$ cat src/rtl/vco_phase_quantizer_if.sv
// rtl/vco_phase_quantizer_if.sv - result handshake bundle between quantizer and decimator
interface vco_phase_quantizer_if #(
  parameter int NUM_CH    = 2,
  parameter int OUT_WIDTH = 9
) ();
  logic [NUM_CH*OUT_WIDTH-1:0] out_data;
  logic                        out_valid;
  logic                        out_ready;

  modport master (output out_data, output out_valid, input out_ready);
  modport slave  (input out_data, input out_valid, output out_ready);
endinterface

$ cat src/rtl/vco_phase_quantizer.sv
// rtl/vco_phase_quantizer.sv - ring-VCO phase decode, delta and OSR frequency-count accumulation
module vco_phase_quantizer #(
  parameter int PHASE_WIDTH = 11,
  parameter int NUM_CH      = 2,
  parameter int OSR         = 16,
  parameter int OUT_WIDTH   = $clog2(2*PHASE_WIDTH*OSR)
) (
  input  logic                          clk,
  input  logic                          rst,
  input  logic                          enable,
  input  logic                          sample_en,
  input  logic                          mode_raw,
  input  logic [NUM_CH*PHASE_WIDTH-1:0] phase_in,
  vco_phase_quantizer_if.master         out_bus,
  output logic                          overrun,
  input  logic                          clr_overrun
);
  localparam int KW = $clog2(2*PHASE_WIDTH);
  localparam int CW = (OSR > 1) ? $clog2(OSR) : 1;
  localparam logic [KW-1:0] TWO_N    = KW'(2*PHASE_WIDTH);
  localparam logic [CW-1:0] CNT_LAST = CW'(OSR-1);

  logic [NUM_CH*PHASE_WIDTH-1:0] sync1, sync2;
  logic [KW-1:0]                 pop    [NUM_CH];
  logic [KW-1:0]                 k_cur  [NUM_CH];
  logic [KW-1:0]                 k_prev [NUM_CH];
  logic [KW-1:0]                 delta  [NUM_CH];
  logic [OUT_WIDTH-1:0]          acc    [NUM_CH];
  logic [NUM_CH*OUT_WIDTH-1:0]   result;
  logic [CW-1:0]                 cnt;
  logic                          primed, mode_q;
  logic                          take, cnt_done, emit, drop;

  // Popcount decode tolerates bubbles; the wrap add keeps delta in 0..2N-1.
  always_comb begin
    result = '0;
    for (int c = 0; c < NUM_CH; c++) begin
      pop[c] = '0;
      for (int i = 0; i < PHASE_WIDTH; i++)
        pop[c] = pop[c] + KW'(sync2[c*PHASE_WIDTH+i]);
      if (sync2[c*PHASE_WIDTH])
        k_cur[c] = pop[c];
      else
        k_cur[c] = (pop[c] == '0) ? '0 : TWO_N - pop[c];
      delta[c] = k_cur[c] - k_prev[c] + ((k_cur[c] < k_prev[c]) ? TWO_N : '0);
      result[c*OUT_WIDTH +: OUT_WIDTH] = mode_q ? OUT_WIDTH'(delta[c])
                                                : acc[c] + OUT_WIDTH'(delta[c]);
    end
  end

  assign take     = enable & sample_en & primed;
  assign cnt_done = (cnt == CNT_LAST);
  assign emit     = take & (mode_q | cnt_done);
  assign drop     = emit & out_bus.out_valid & ~out_bus.out_ready;

  always_ff @(posedge clk) begin
    if (rst) begin
      sync1             <= '0;
      sync2             <= '0;
      primed            <= 1'b0;
      mode_q            <= 1'b0;
      cnt               <= '0;
      overrun           <= 1'b0;
      out_bus.out_data  <= '0;
      out_bus.out_valid <= 1'b0;
      for (int c = 0; c < NUM_CH; c++) begin
        k_prev[c] <= '0;
        acc[c]    <= '0;
      end
    end else begin
      sync1 <= phase_in;
      sync2 <= sync1;

      if (!enable) begin
        primed <= 1'b0;
        cnt    <= '0;
        for (int c = 0; c < NUM_CH; c++) acc[c] <= '0;
      end else if (sample_en) begin
        for (int c = 0; c < NUM_CH; c++) k_prev[c] <= k_cur[c];
        if (!primed) begin
          primed <= 1'b1;
          mode_q <= mode_raw;
          cnt    <= '0;
          for (int c = 0; c < NUM_CH; c++) acc[c] <= '0;
        end else if (!mode_q) begin
          if (cnt_done) begin
            cnt <= '0;
            for (int c = 0; c < NUM_CH; c++) acc[c] <= '0;
          end else begin
            cnt <= cnt + 1'b1;
            for (int c = 0; c < NUM_CH; c++) acc[c] <= acc[c] + OUT_WIDTH'(delta[c]);
          end
        end
      end

      // A result arriving while the previous one is still unaccepted is lost.
      if (emit && (!out_bus.out_valid || out_bus.out_ready)) begin
        out_bus.out_data  <= result;
        out_bus.out_valid <= 1'b1;
      end else if (out_bus.out_valid && out_bus.out_ready) begin
        out_bus.out_valid <= 1'b0;
      end

      if (drop)
        overrun <= 1'b1;
      else if (clr_overrun)
        overrun <= 1'b0;
    end
  end
endmodule

$ cat src/flat_wrapper.sv
// flat-port wrapper written by rule: the top's interface ports become plain ports
module vco_phase_quantizer_flat 
#(
  parameter int PHASE_WIDTH = 11,
  parameter int NUM_CH      = 2,
  parameter int OSR         = 16,
  parameter int OUT_WIDTH   = $clog2(2*PHASE_WIDTH*OSR)
)
  (clk, rst, enable, sample_en, mode_raw, phase_in, overrun, clr_overrun, out_bus_out_data, out_bus_out_valid, out_bus_out_ready);
  vco_phase_quantizer_if #(.NUM_CH(NUM_CH), .OUT_WIDTH(OUT_WIDTH)) out_bus_i ();
  input  logic clk;
  input  logic rst;
  input  logic enable;
  input  logic sample_en;
  input  logic mode_raw;
  input  logic [NUM_CH*PHASE_WIDTH-1:0] phase_in;
  output logic overrun;
  input  logic clr_overrun;
  output wire logic [$bits(out_bus_i.out_data)-1:0] out_bus_out_data;
  output wire logic [$bits(out_bus_i.out_valid)-1:0] out_bus_out_valid;
  input wire logic [$bits(out_bus_i.out_ready)-1:0] out_bus_out_ready;
  assign out_bus_out_data = out_bus_i.out_data;
  assign out_bus_out_valid = out_bus_i.out_valid;
  assign out_bus_i.out_ready = out_bus_out_ready;
  vco_phase_quantizer #(.PHASE_WIDTH(PHASE_WIDTH), .NUM_CH(NUM_CH), .OSR(OSR), .OUT_WIDTH(OUT_WIDTH)) u_core (.clk(clk), .rst(rst), .enable(enable), .sample_en(sample_en), .mode_raw(mode_raw), .phase_in(phase_in), .out_bus(out_bus_i), .overrun(overrun), .clr_overrun(clr_overrun));
endmodule
$ cat config.mk
export PLATFORM = sky130hd
export DESIGN_NAME = vco_phase_quantizer_flat
export DESIGN_NICKNAME = d
export VERILOG_FILES = /design/src/rtl/vco_phase_quantizer_if.sv /design/src/rtl/vco_phase_quantizer.sv /design/src/flat_wrapper.sv
export SDC_FILE = /design/constraint.sdc
export NUM_CORES = 1
export LEC_CHECK = 0
export ABC_AREA = 0
export BUFFER_PORTS_ARGS = -buffer_cell sky130_fd_sc_hd__buf_2
export CAP_MARGIN = 20
export CORE_AREA = 2 2 92 94
export DETAILED_ROUTE_END_ITERATION = 12
export DIE_AREA = 0 0 94 96
export GPL_TIMING_DRIVEN = 0
export PLACE_DENSITY_LB_ADDON = 0.05
export REMOVE_ABC_BUFFERS = 1
export SYNTH_ARGS = -nofsm -noshare
export SYNTH_HDL_FRONTEND = slang
export SYNTH_SLANG_ARGS = --single-unit
$ cat constraint.sdc
create_clock -name clk -period 15.4 [get_ports clk]
set_input_delay 3.08 -clock clk [delete_from_list [all_inputs] [get_ports clk]]
set_output_delay 3.08 -clock clk [all_outputs]
set_load 0.005 [all_outputs]
# Yosys cells after proc, flatten, opt, wreduce, memory -nomap -nowiden
# Memory sizes are Yosys's and may differ from the RTL's.
# Cells that the tools add are included.
[op_classes]
add_sub_neg = 29
multipliers = 0
n_div = 0
n_lt_le_gt_ge = 2
n_eq_ne = 2
n_shift = 0
mux = 53
bitwise_logic = 19
reduce_logical = 11
[op_table]
columns = ["op", "n"]
rows = [
  ["5-bit by 1-bit adder with 5-bit output", 18],
  ["9-bit 2-to-1 mux", 10],
  ["5-bit 2-to-1 mux", 8],
  ["1-bit 2-to-1 mux", 32],
  ["9-bit by 5-bit adder with 9-bit output", 2],
  ["4-bit 2-to-1 mux", 3],
  ["1-bit OR", 11],
  ["5-bit adder", 2],
  ["5-bit logical NOT", 2],
  ["5-bit < comparator", 2],
  ["5-bit subtractor", 2],
  ["5-bit subtractor, first input constant", 2],
  ["1-bit AND", 5],
  ["1-bit by 1-bit adder with 2-bit output", 2],
  ["4-bit by 1-bit adder with 4-bit output, second input constant", 1],
  ["4-bit == test, second input constant", 1],
  ["2-bit nonzero test", 2],
  ["1-bit inverter", 3],
  ["3-bit AND reduction", 1],
  ["1-bit logical AND", 2],
  ["2-bit != test, second input constant", 1],
  ["2-bit AND reduction", 1],
  ["2-bit OR reduction", 1],
  ["1-bit logical NOT", 1],
  ["1-bit logical OR", 1],
]
[word_totals]
reg_bits = 70
latchBits = 0
mem_bits_rw = 28
romBits = 0
wordCells = 126
memories = 2
[memory_table]
columns = ["memory", "depth", "width", "rd", "rd_clocked_by_memory_dff", "write_ports", "line", "rtl"]
rows = [
  ["u_core.acc", 2, 9, 2, 0, 2, "vco_phase_quantizer.sv:28", "logic [OUT_WIDTH-1:0] acc [NUM_CH];"],
  ["u_core.k_prev", 2, 5, 2, 0, 2, "vco_phase_quantizer.sv:26", "logic [KW-1:0] k_prev [NUM_CH];"],
]

# Longest topological paths before layout
# Gate-level depths: netlist of the first run.
[depth]
ltp_word = 18
ltp_mapped = 31
depth_no_buf = 31

# Least setup slack after synthesis of the first run
# Ideal clock, no wire load.
[synth_path]
path_type = "register to register"
startpoint = "register u_core.sync2[11]"
endpoint = "memory u_core.acc[1][8] (netlist: u_core.acc[0][17]), data pin"
setup_time_ns = 0.264
t_arrival_ns = 6.803
required_ns = 15.136
setup_slack_ns = 8.333
stages_incl_launch_ff = 30
period_less_slack_ns = 7.067
cell_sequence = "dfxtp_1 -> ha_1 -> inv_1 -> fa_1 -> fa_1 -> fa_1 -> inv_1 -> ha_1 -> inv_1 -> fa_1 -> xnor2_2 -> nor2b_1 -> o21ai_0 -> ha_1 -> nor2b_1 -> o21ai_0 -> a21oi_1 -> a211oi_1 -> fa_1 -> ha_1 -> a21o_1 -> a21oi_1 -> xnor2_1 -> xnor2_1 -> xnor2_1 -> ha_1 -> a21o_1 -> nand4_1 -> xor2_1 -> nor2_1"
[synth_rtl]
columns = ["item", "line", "rtl"]
rows = [
  ["start, declared", "vco_phase_quantizer.sv:23", "logic [NUM_CH*PHASE_WIDTH-1:0] sync1, sync2;"],
  ["start signal, assigned", "vco_phase_quantizer.sv:72", "sync2 <= sync1;"],
  ["end, declared", "vco_phase_quantizer.sv:28", ""],
]

==> results of run 1 <==
power breakdown:
group	leakage, nW	switching [mW]	internal (mW)
Combinational	1.53	0.253	0.198
Sequential	0.891	0.00517	0.276
Clock	0.115	0.0945	0.0878
Total	2.53	0.353	0.562
layout make-up:
type / count / area (um^2)
fill: 649 / 2460
multi-input combinational: 329 / 2490
clock buffer: 10 / 149
sequential: 98 / 2240
inverter: 66 / 248
clock inverter: 6 / 76.3
tap: 105 / 131
timing repair buffer: 49 / 260
sequential cells by signal (all words and copies together), names as in the netlist:
register and flops:
u_core.acc 18, u_core.cnt 4, u_core.k_prev 10, u_core.mode_q 1
u_core.out_bus.out_data 18, u_core.out_bus.out_valid 1, u_core.overrun 1, u_core.primed 1
u_core.sync1 22, u_core.sync2 22
cell usage after synthesis (all sizes together) (5+ instances only):
| cell | n | area share, % |
|---|---|---|
| fa | 20 | 8.0 |
| nand2 | 26 | 1.9 |
| xnor2 | 16 | 3.3 |
| clkbuf | 12 | 0.90 |
| dfxtp | 70 | 28 |
| mux2i | 5 | 1.0 |
| nand3 | 11 | 1.1 |
| a21oi | 25 | 2.5 |
| o21ai | 23 | 2.3 |
| nor2 | 47 | 3.6 |
| ha | 37 | 9.2 |
| a21o | 8 | 1.2 |
| edfxtp | 28 | 17 |
| xor2 | 12 | 2.2 |
| inv | 66 | 4.9 |
| a211oi | 5 | 0.75 |
| nor2b | 51 | 6.3 |
| and3 | 6 | 0.75 |
| nand2b | 8 | 1.0 |
how the worst max path moves through the flow:
stage / startpoint / to / slack [ps] / depth (start not counted)
final: u_core.sync2[11] / u_core.acc[0][17] / 7460 / 29
after global routing: u_core.sync2[11] / u_core.acc[0][16] / 6870 / 30
after CTS: u_core.sync2[11] / u_core.acc[0][17] / 7350 / 29
after detailed placement: u_core.sync2[11] / u_core.acc[0][17] / 7420 / 29
after global placement: u_core.sync2[11] / u_core.acc[0][17] / 7670 / 29
after floorplan: u_core.sync2[11] / u_core.acc[0][17] / 8330 / 29
stage by stage:
stage	power (mW)	setup WS [ps]	hold slack [ps]	util [%]	cells
2_1_floorplan	0.652	8330	414	-	493
5_1_grt	0.993	6870	461	69.5	663
3_3_place_gp	0.711	7670	419	66.4	646
6_report	0.915	7460	435	69.5	663
4_1_cts	0.924	7350	432	69.2	662
3_5_place_dp	0.736	7420	421	66.4	646
worst register-to-register path: cells and delay by family (launching register included):
family          cells  cell delay [ps]
fa+ha+maj          10             3790
compound gates      7             1790
xor+xnor            5             1050
flops               1              420
simple gates        4              420
buf+inv             3              190
logic make-up after synthesis:
family	Yosys count	share of synthesized area [%]
AOI/OAI and AO/OA	74	8.96
xor gates and xnor gates	28	5.55
adders and majority gates	57	17.2
buffers and inverters	79	5.90
DFF	98	44.6
muxes	5	0.996
and+or+nand+nor	165	16.8
layer usage:
metal | up-vias | global-route usage (%) | part of all wire (%)
met5 | - | 0 | 0
met4 | 0 | 7.49 | 1.5
met3 | 12 | 5.09 | 3.8
met2 | 63 | 37.4 | 51
met1 | 1635 | 23.8 | 44
li1 | 1752 | - | -
==> metrics.txt, run 1 <==
CP max-delay cell a211oi_1; Die X 94 um; core area 0.00805 mm^2; CTS Buf Count 9; yosys warns 0; Cell Area, Placed 0.00535 mm^2; total grt overflow 0; routed len/inst 12.5 um; # setup viols final 0; CP Buf/Inv Count 3; CTS clk-pin slew, worst paths 100 ps; hpwl dp 6090 um; Crit Path Max Fanout 7; worst rel slew slack 43.2%; Via density 5.22; Synth Flop Type dfxtp_1; initial DRC count 150; setup tns final 0 ps; Num Clock Sinks 98; CP delay by family, top adder cells; HP Start u_core.sync1[21]; die height 96 um; H-tree depth 3; Post-Syn Area 0.00502 mm^2; Leakage 2.53 nW; Max clock buf depth 2; Pre-antenna DRT Iters 4; Hold Buf Count CTS 0; max cap viols 0; Syn Inst Count 506; Syn-to-layout area delta 11.3%; CP Data Arrival Time 8050 ps; pin count of the biggest net entering global routing 63; ANT cells 0; global-route wire length before repair 14300 um; element type at the critical path end flip-flop; initial core utilization 62.4%; post-layout instance area 0.00559 mm^2; sequential-to-total area share from yosys stat 44.6%; final antenna-violating net count 0; reg2reg start u_core.sync2[11]; top-level port count 49; Root Buffer clkbuf_8; GR Util All Layers 20.7%; Routed WL 8280 um; synth unique cells 42; postcts setup bufs 0; maximum VDD drop 0.0000751 V; fin. max-slew vios 0; Hold Vio Cnt, Final 0; Worst-Margin Slew 851 ps; Resized cells post-CTS 0; RR Endpoint u_core.acc[0][17]; vias in the first global route 3238; Post-synth EDFFs 28; fin crit period 7940 ps; Crit path largest cell delay 630 ps; Nets 639; Clock Skews 10.4 ps; DRC viols 0; latest clock arrival within the worst-skew pair 370 ps; critical path class reg2reg; CTS tree done; Hold/Removal Path Class reg2reg; worst hold stages 1; row count 33; FF+latch count, synth 98; reg2reg setup slack 7460 ps; Worst Hold Path EP u_core.sync2[21]; Power Dens Cells 164 mW/mm^2; gpl congestion 0.829; DR vias 3462; RSZ-0062 raised after global routing no; status completed; commonest non-fill, non-tap cell in the layout dfxtp_1; Worst EP required 15510 ps; # port buffers 48; final period utilization 51.5%; Worst Reg2Reg Path Length in Cells 29; antenna violations before repair 0; die area 0.00902 mm^2; layout cell share with drive strength beyond 1 13.1%; startpoint types flip-flop; fmax 0.126 GHz; most frequent cells in the layout dfxtp_1 (70), inv_1 (66), nor2b_1 (51); asr flop ratio synth 0%; synthesized area per cell 9.93 um^2
Note: power is estimated with default switching activity, not from simulation.
==> run 2, diff against run 1 <==
--- a/config.mk
+++ b/config.mk
@@ -8,9 +8,9 @@
 export ABC_AREA = 0
 export BUFFER_PORTS_ARGS = -buffer_cell sky130_fd_sc_hd__buf_2
 export CAP_MARGIN = 20
-export CORE_AREA = 2 2 92 94
+export CORE_AREA = 2 2 96 98
 export DETAILED_ROUTE_END_ITERATION = 12
-export DIE_AREA = 0 0 94 96
+export DIE_AREA = 0 0 98 100
 export GPL_TIMING_DRIVEN = 0
 export PLACE_DENSITY_LB_ADDON = 0.05
 export REMOVE_ABC_BUFFERS = 1
==> constraint.sdc (replaced) <==
create_clock -name clk -period 8.24 [get_ports clk]
set_input_delay 1.648 -clock clk [delete_from_list [all_inputs] [get_ports clk]]
set_output_delay 1.648 -clock clk [all_outputs]
set_load 0.005 [all_outputs]
==> metrics.txt, run 2 (synthesis results as in run 1) <==
routed len/inst 12.1 um (was 12.5 um); commonest non-fill, non-tap cell in the layout dfxtp_1 (unchanged); Nets 639 (unchanged); setup tns final 0 ps (unchanged); Power Dens Cells 299 mW/mm^2 (was 164 mW/mm^2); Syn-to-layout area delta 11.1% (was 11.3%); CP max-delay cell fa_1 (was a211oi_1); postcts setup bufs 0 (unchanged); initial core utilization 56.5% (was 62.4%); Crit path largest cell delay 570 ps (was 630 ps); Routed WL 8100 um (was 8280 um); fin crit period 7540 ps (was 7940 ps); # setup viols final 0 (unchanged); global-route wire length before repair 14300 um (about the same); initial DRC count 85 (was 150); fin. max-slew vios 0 (unchanged); pin count of the biggest net entering global routing 63 (unchanged); reg2reg start u_core.sync2[11] (unchanged); die area 0.00980 mm^2 (was 0.00902 mm^2); ANT cells 0 (unchanged); Max clock buf depth 2 (unchanged); GR Util All Layers 17.7% (was 20.7%); antenna violations before repair 0 (unchanged); top flop regs u_core.sync1: 22 flops, u_core.sync2: 22 flops (unchanged); Crit Path Max Fanout 7 (unchanged); HP Start u_core.sync1[20] (was u_core.sync1[21]); gpl congestion 0.796 (was 0.829); CTS clk-pin slew, worst paths 100 ps (about the same); fmax 0.133 GHz (was 0.126 GHz); CP delay by family, top adder cells (unchanged); worst rel slew slack 41.9% (was 43.2%); dpl cells 652 (was 646); Worst Reg2Reg Path Length in Cells 29 (unchanged); H-tree depth 3 (unchanged); Leakage 2.52 nW (was 2.53 nW); worst hold stages 1 (unchanged); final non-filler cell total 669 (was 663); reg2reg setup slack 700 ps (was 7460 ps); die height 100 um (was 96 um); row count 35 (was 33); most frequent cells in the layout dfxtp_1 (70), inv_1 (66), nor2b_1 (51) (unchanged); Clock Skews 12.6 ps (was 10.4 ps); RSZ-0062 raised after global routing no (unchanged); startpoint types flip-flop (unchanged); maximum VDD drop 0.000136 V (was 0.0000751 V); RR Endpoint u_core.acc[0][17] (unchanged); DR vias 3364 (was 3462); DRC viols 0 (unchanged); CP Buf/Inv Count 3 (unchanged); element type at the critical path end flip-flop (unchanged); final antenna-violating net count 0 (unchanged); CTS tree done (unchanged); latest clock arrival within the worst-skew pair 360 ps (was 370 ps); layout cell share with drive strength beyond 1 13.1% (unchanged); Hold/Removal Path Class reg2reg (unchanged); Worst Hold Path EP u_core.sync2[20] (was u_core.sync2[21]); Root Buffer clkbuf_8 (unchanged); Via density 5.03 (was 5.22); status completed (unchanged); total grt overflow 0 (unchanged); CP Data Arrival Time 7630 ps (was 8050 ps); max cap viols 0 (unchanged); critical path class reg2reg (unchanged); top-level port count 49 (unchanged); Die X 98 um (was 94 um); # port buffers 48 (unchanged); Num Clock Sinks 98 (unchanged); core area 0.00889 mm^2 (was 0.00805 mm^2); CTS Buf Count 9 (unchanged); Hold Vio Cnt, Final 0 (unchanged); final period utilization 91.6% (was 51.5%); tightest hold margin 439 ps (was 435 ps); Pre-antenna DRT Iters 4 (unchanged); Worst-Margin Slew 869 ps (was 851 ps); vias in the first global route 3380 (was 3238); hpwl dp 5890 um (was 6090 um); Worst EP required 8320 ps (was 15510 ps)
-- run 2: cell count changes in the layout (fill, tap and decap cells not counted) --
cell and change:
clkinvlp_4 +1, a211oi_2 +1, clkbuf_16 -1, a211oi_1 -1, clkinv_1 +1, inv_8 -1
-- run 2: power breakdown --
part | internal, mW | total (mW) | switching (mW)
logic | 0.370 | 0.834 | 0.464
clock network | 0.143 | 0.312 | 0.169
registers | 0.516 | 0.525 | 0.00935
total | 1.03 | 1.67 | 0.643
-- run 2: how the worst max path moves through the flow --
| stage | slack (ps) | start | cells after the start | end |
|---|---|---|---|---|
| final | 700 | u_core.sync2[11] | 29 | u_core.acc[0][17] |
| after global routing | 160 | u_core.sync2[11] | 29 | u_core.acc[0][17] |
| after CTS | 390 | u_core.sync2[11] | 29 | u_core.acc[0][17] |
| after detailed placement | 430 | u_core.sync2[11] | 29 | u_core.acc[0][17] |
| after global placement | 570 | u_core.sync2[11] | 29 | u_core.acc[0][17] |
| after floorplan | 1170 | u_core.sync2[11] | 29 | u_core.acc[0][17] |
-- run 2: per-layer routing --
layer / global-route usage, % / up-vias / wire length, um
li1: - / 1747 / -
met1: 20.7 / 1546 / 3620
met2: 32.5 / 58 / 4090
met3: 2.79 / 13 / 270
met4: 7.16 / 0 / 117
met5: 0 / - / 0
-- run 2: cell type report --
type,count,area (um^2)
Inverter,66,248
Sequential cell,98,2240
Multi-Input combinational cell,329,2490
Timing Repair Buffer,49,260
Tap cell,111,139
Clock buffer,9,124
Clock inverter,7,76.3
Fill cell,774,3310
-- run 2: what timing repair did --
item / in CTS / in global routing
endpoints found under the hold margin: 0 / 0
hold buffers: 0 / 0
endpoints found under the setup margin: 0 / 6
resized for setup: 0 / 1
-- run 2: metrics by stage --
stage / setup WS (ps) / cell area (um^2) / power (mW) / util, %
6_report: 696 / 5580 / 1.67 / 62.8
5_1_grt: 164 / 5580 / 1.82 / 62.8
4_1_cts: 390 / 5560 / 1.69 / 62.5
3_5_place_dp: 435 / 5360 / 1.37 / 60.2
3_3_place_gp: 568 / 5360 / 1.34 / 60.2
2_1_floorplan: 1170 / 4980 / 1.22 / -
==> run 3, diff against run 2 <==
--- a/config.mk
+++ b/config.mk
@@ -8,9 +8,9 @@
 export ABC_AREA = 0
 export BUFFER_PORTS_ARGS = -buffer_cell sky130_fd_sc_hd__buf_2
 export CAP_MARGIN = 20
-export CORE_AREA = 2 2 96 98
+export CORE_AREA = 2 2 145 147
 export DETAILED_ROUTE_END_ITERATION = 12
-export DIE_AREA = 0 0 98 100
+export DIE_AREA = 0 0 147 149
 export GPL_TIMING_DRIVEN = 0
 export PLACE_DENSITY_LB_ADDON = 0.05
 export REMOVE_ABC_BUFFERS = 1
==> constraint.sdc (replaced) <==
create_clock -name clk -period 8.2 [get_ports clk]
set_input_delay 1.64 -clock clk [delete_from_list [all_inputs] [get_ports clk]]
set_output_delay 1.64 -clock clk [all_outputs]
set_load 0.005 [all_outputs]
==> metrics.txt, run 3 (synthesis results as in run 1) <==
Fillers 2241 (was 774); element type at the critical path end flip-flop (unchanged); commonest non-fill, non-tap cell in the layout dfxtp_1 (unchanged); HP Start u_core.sync1[2] (was u_core.sync1[20]); worst rel slew slack 36.7% (was 41.9%); DRC viols 0 (unchanged); cell-internal power 1.10 mW (was 1.03 mW); Worst Reg2Reg Path Length in Cells 29 (unchanged); CP Data Arrival Time 7630 ps (about the same); Max clock buf depth 2 (unchanged); initial DRC count 117 (was 85); die area 0.0219 mm^2 (was 0.00980 mm^2); Clock Skews 7.88 ps (was 12.6 ps); # setup viols final 0 (unchanged); total grt overflow 0 (unchanged); H-tree depth 3 (unchanged); DR vias 3337 (was 3364); layout cell share with drive strength beyond 1 13.1% (unchanged); Hold Vio Cnt, Final 0 (unchanged); RSZ-0062 raised after global routing no (unchanged); vias in the first global route 3249 (was 3380); worst hold stages 1 (unchanged); die height 149 um (was 100 um); CP delay by family, top adder cells (unchanged); top flop regs u_core.sync1: 22 flops, u_core.sync2: 22 flops (unchanged); Worst-Margin Slew 947 ps (was 869 ps); Via density 4.01 (was 5.03); fmax 0.132 GHz (was 0.133 GHz); antenna violations before repair 0 (unchanged); core area 0.0206 mm^2 (was 0.00889 mm^2); Root Buffer clkbuf_16 (was clkbuf_8); Cell Area, Placed 0.00558 mm^2 (was 0.00536 mm^2); CTS tree done (unchanged); pin count of the biggest net entering global routing 47 (was 63); post-layout instance area 0.00587 mm^2 (was 0.00558 mm^2); GR Util All Layers 9.31% (was 17.7%); critical path class reg2reg (unchanged); CP Buf/Inv Count 3 (unchanged); gpl congestion 0.718 (was 0.796); Die X 147 um (was 98 um); ANT cells 0 (unchanged); Leakage 2.56 nW (was 2.52 nW); clock share of power 23.4% (was 18.7%); hpwl dp 7130 um (was 5890 um); Crit path largest cell delay 530 ps (was 570 ps); # port buffers 48 (unchanged); setup tns final 0 ps (unchanged); status completed (unchanged); initial core utilization 24.4% (was 56.5%); maximum VDD drop 0.000111 V (was 0.000136 V); reg2reg setup slack 640 ps (was 700 ps); crit path launch u_core.sync2[11] (unchanged); Power Dens Cells 306 mW/mm^2 (was 299 mW/mm^2); Worst Hold Path EP u_core.sync2[2] (was u_core.sync2[20]); top-level port count 49 (unchanged); reg2reg start u_core.sync2[11] (unchanged); CP max-delay cell fa_1 (unchanged); CTS clk-pin slew, worst paths 70 ps (was 100 ps); Syn-to-layout area delta 16.9% (was 11.1%); RR Endpoint u_core.acc[0][17] (unchanged); latest clock arrival within the worst-skew pair 350 ps (was 360 ps); Worst EP required 8270 ps (was 8320 ps); CTS Buf Count 9 (unchanged); routed len/inst 11.5 um (was 12.1 um); fin. max-slew vios 0 (unchanged); Nets 639 (unchanged); global-route wire length before repair 16100 um (was 14300 um); Crit Path Max Fanout 7 (unchanged); Final Power 1.80 mW (was 1.67 mW); max cap viols 0 (unchanged); Routed WL 9580 um (was 8100 um); area of the multi-input gates 0.00249 mm^2 (unchanged); register area 0.00224 mm^2 (unchanged); final core utilization 28.6% (was 62.8%); P_sw 0.694 mW (was 0.643 mW); Pre-antenna DRT Iters 4 (unchanged); combinational share of power 47.2% (was 49.9%); startpoint types flip-flop (unchanged); Sw Share 38.6% (was 38.4%); Sequential Power Share 29.4% (was 31.4%); final period utilization 92.2% (was 91.6%); fin crit period 7560 ps (was 7540 ps); Num Clock Sinks 98 (unchanged); row count 53 (was 35); most frequent cells in the layout dfxtp_1 (70), inv_1 (66), nor2b_1 (51) (unchanged); Hold/Removal Path Class reg2reg (unchanged); final antenna-violating net count 0 (unchanged)
## run 3: area by class of cell
class,instances,area share [%]
clock buffer,10,3.90
sequential,98,38.2
tap,275,5.86
timing repair buffer,49,4.43
inverter,66,4.22
clock inverter,6,0.980
multi-input combinational,329,42.4
## run 3: routing by layer
| metal | routed length (um) | part of all wire (%) | up-vias | track usage (%) |
|---|---|---|---|---|
| met1 | 4550 | 47 | 1538 | 11.3 |
| met3 | 356 | 3.7 | 11 | 2.54 |
| met5 | 0 | 0 | - | 0 |
| li1 | - | - | 1746 | - |
| met2 | 4530 | 47 | 42 | 16.0 |
| met4 | 149 | 1.6 | 0 | 3.17 |
## run 3: worst register-to-register path: cells and delay by family, from the launching register on
| kind | cells | cell delay [ps] |
|---|---|---|
| buffers and inverters | 3 | 190 |
| and+or+nand+nor | 4 | 390 |
| AOI/OAI and AO/OA | 7 | 1580 |
| adders and majority gates | 10 | 3630 |
| DFF | 1 | 410 |
| xor gates and xnor gates | 5 | 1070 |
## run 3: worst max path at each step
stage | endpoint | slack (ps) | depth (start not counted)
finish | u_core.acc[0][17] | 640 | 29
global route | u_core.acc[0][16] | 50 | 30
CTS | u_core.acc[0][17] | 230 | 29
detailed placement | u_core.acc[0][17] | 280 | 29
global placement | u_core.acc[0][17] | 320 | 29
floorplan | u_core.acc[0][17] | 1130 | 29
## run 3: repair_timing
| action | in CTS | in global routing |
|---|---|---|
| gates resized for setup | 0 | 1 |
| hold endpoints to repair | 0 | 0 |
| endpoints found under the setup margin | 0 | 9 |
| hold buffers | 0 | 0 |
| setup buffers | 0 | 0 |
## run 3: through the flow
| step | instances | setup WS, ps | hold WS (ps) |
|---|---|---|---|
| 2_1_floorplan | 493 | 1130 | 414 |
| 3_3_place_gp | 816 | 321 | 422 |
| 3_5_place_dp | 817 | 276 | 422 |
| 4_1_cts | 833 | 232 | 442 |
| 5_1_grt | 833 | 53.7 | 456 |
| 6_report | 833 | 641 | 438 |
## run 3: power groups by stage
stage          clock network, mW  logic [mW]  registers [mW]
6_report                   0.420       0.849           0.528
5_1_grt                    0.457       0.981           0.531
4_1_cts                    0.443       0.862           0.528
3_5_place_dp                   0       0.857           0.540
3_3_place_gp                   0       0.848           0.539
2_1_floorplan                  0       0.689           0.537
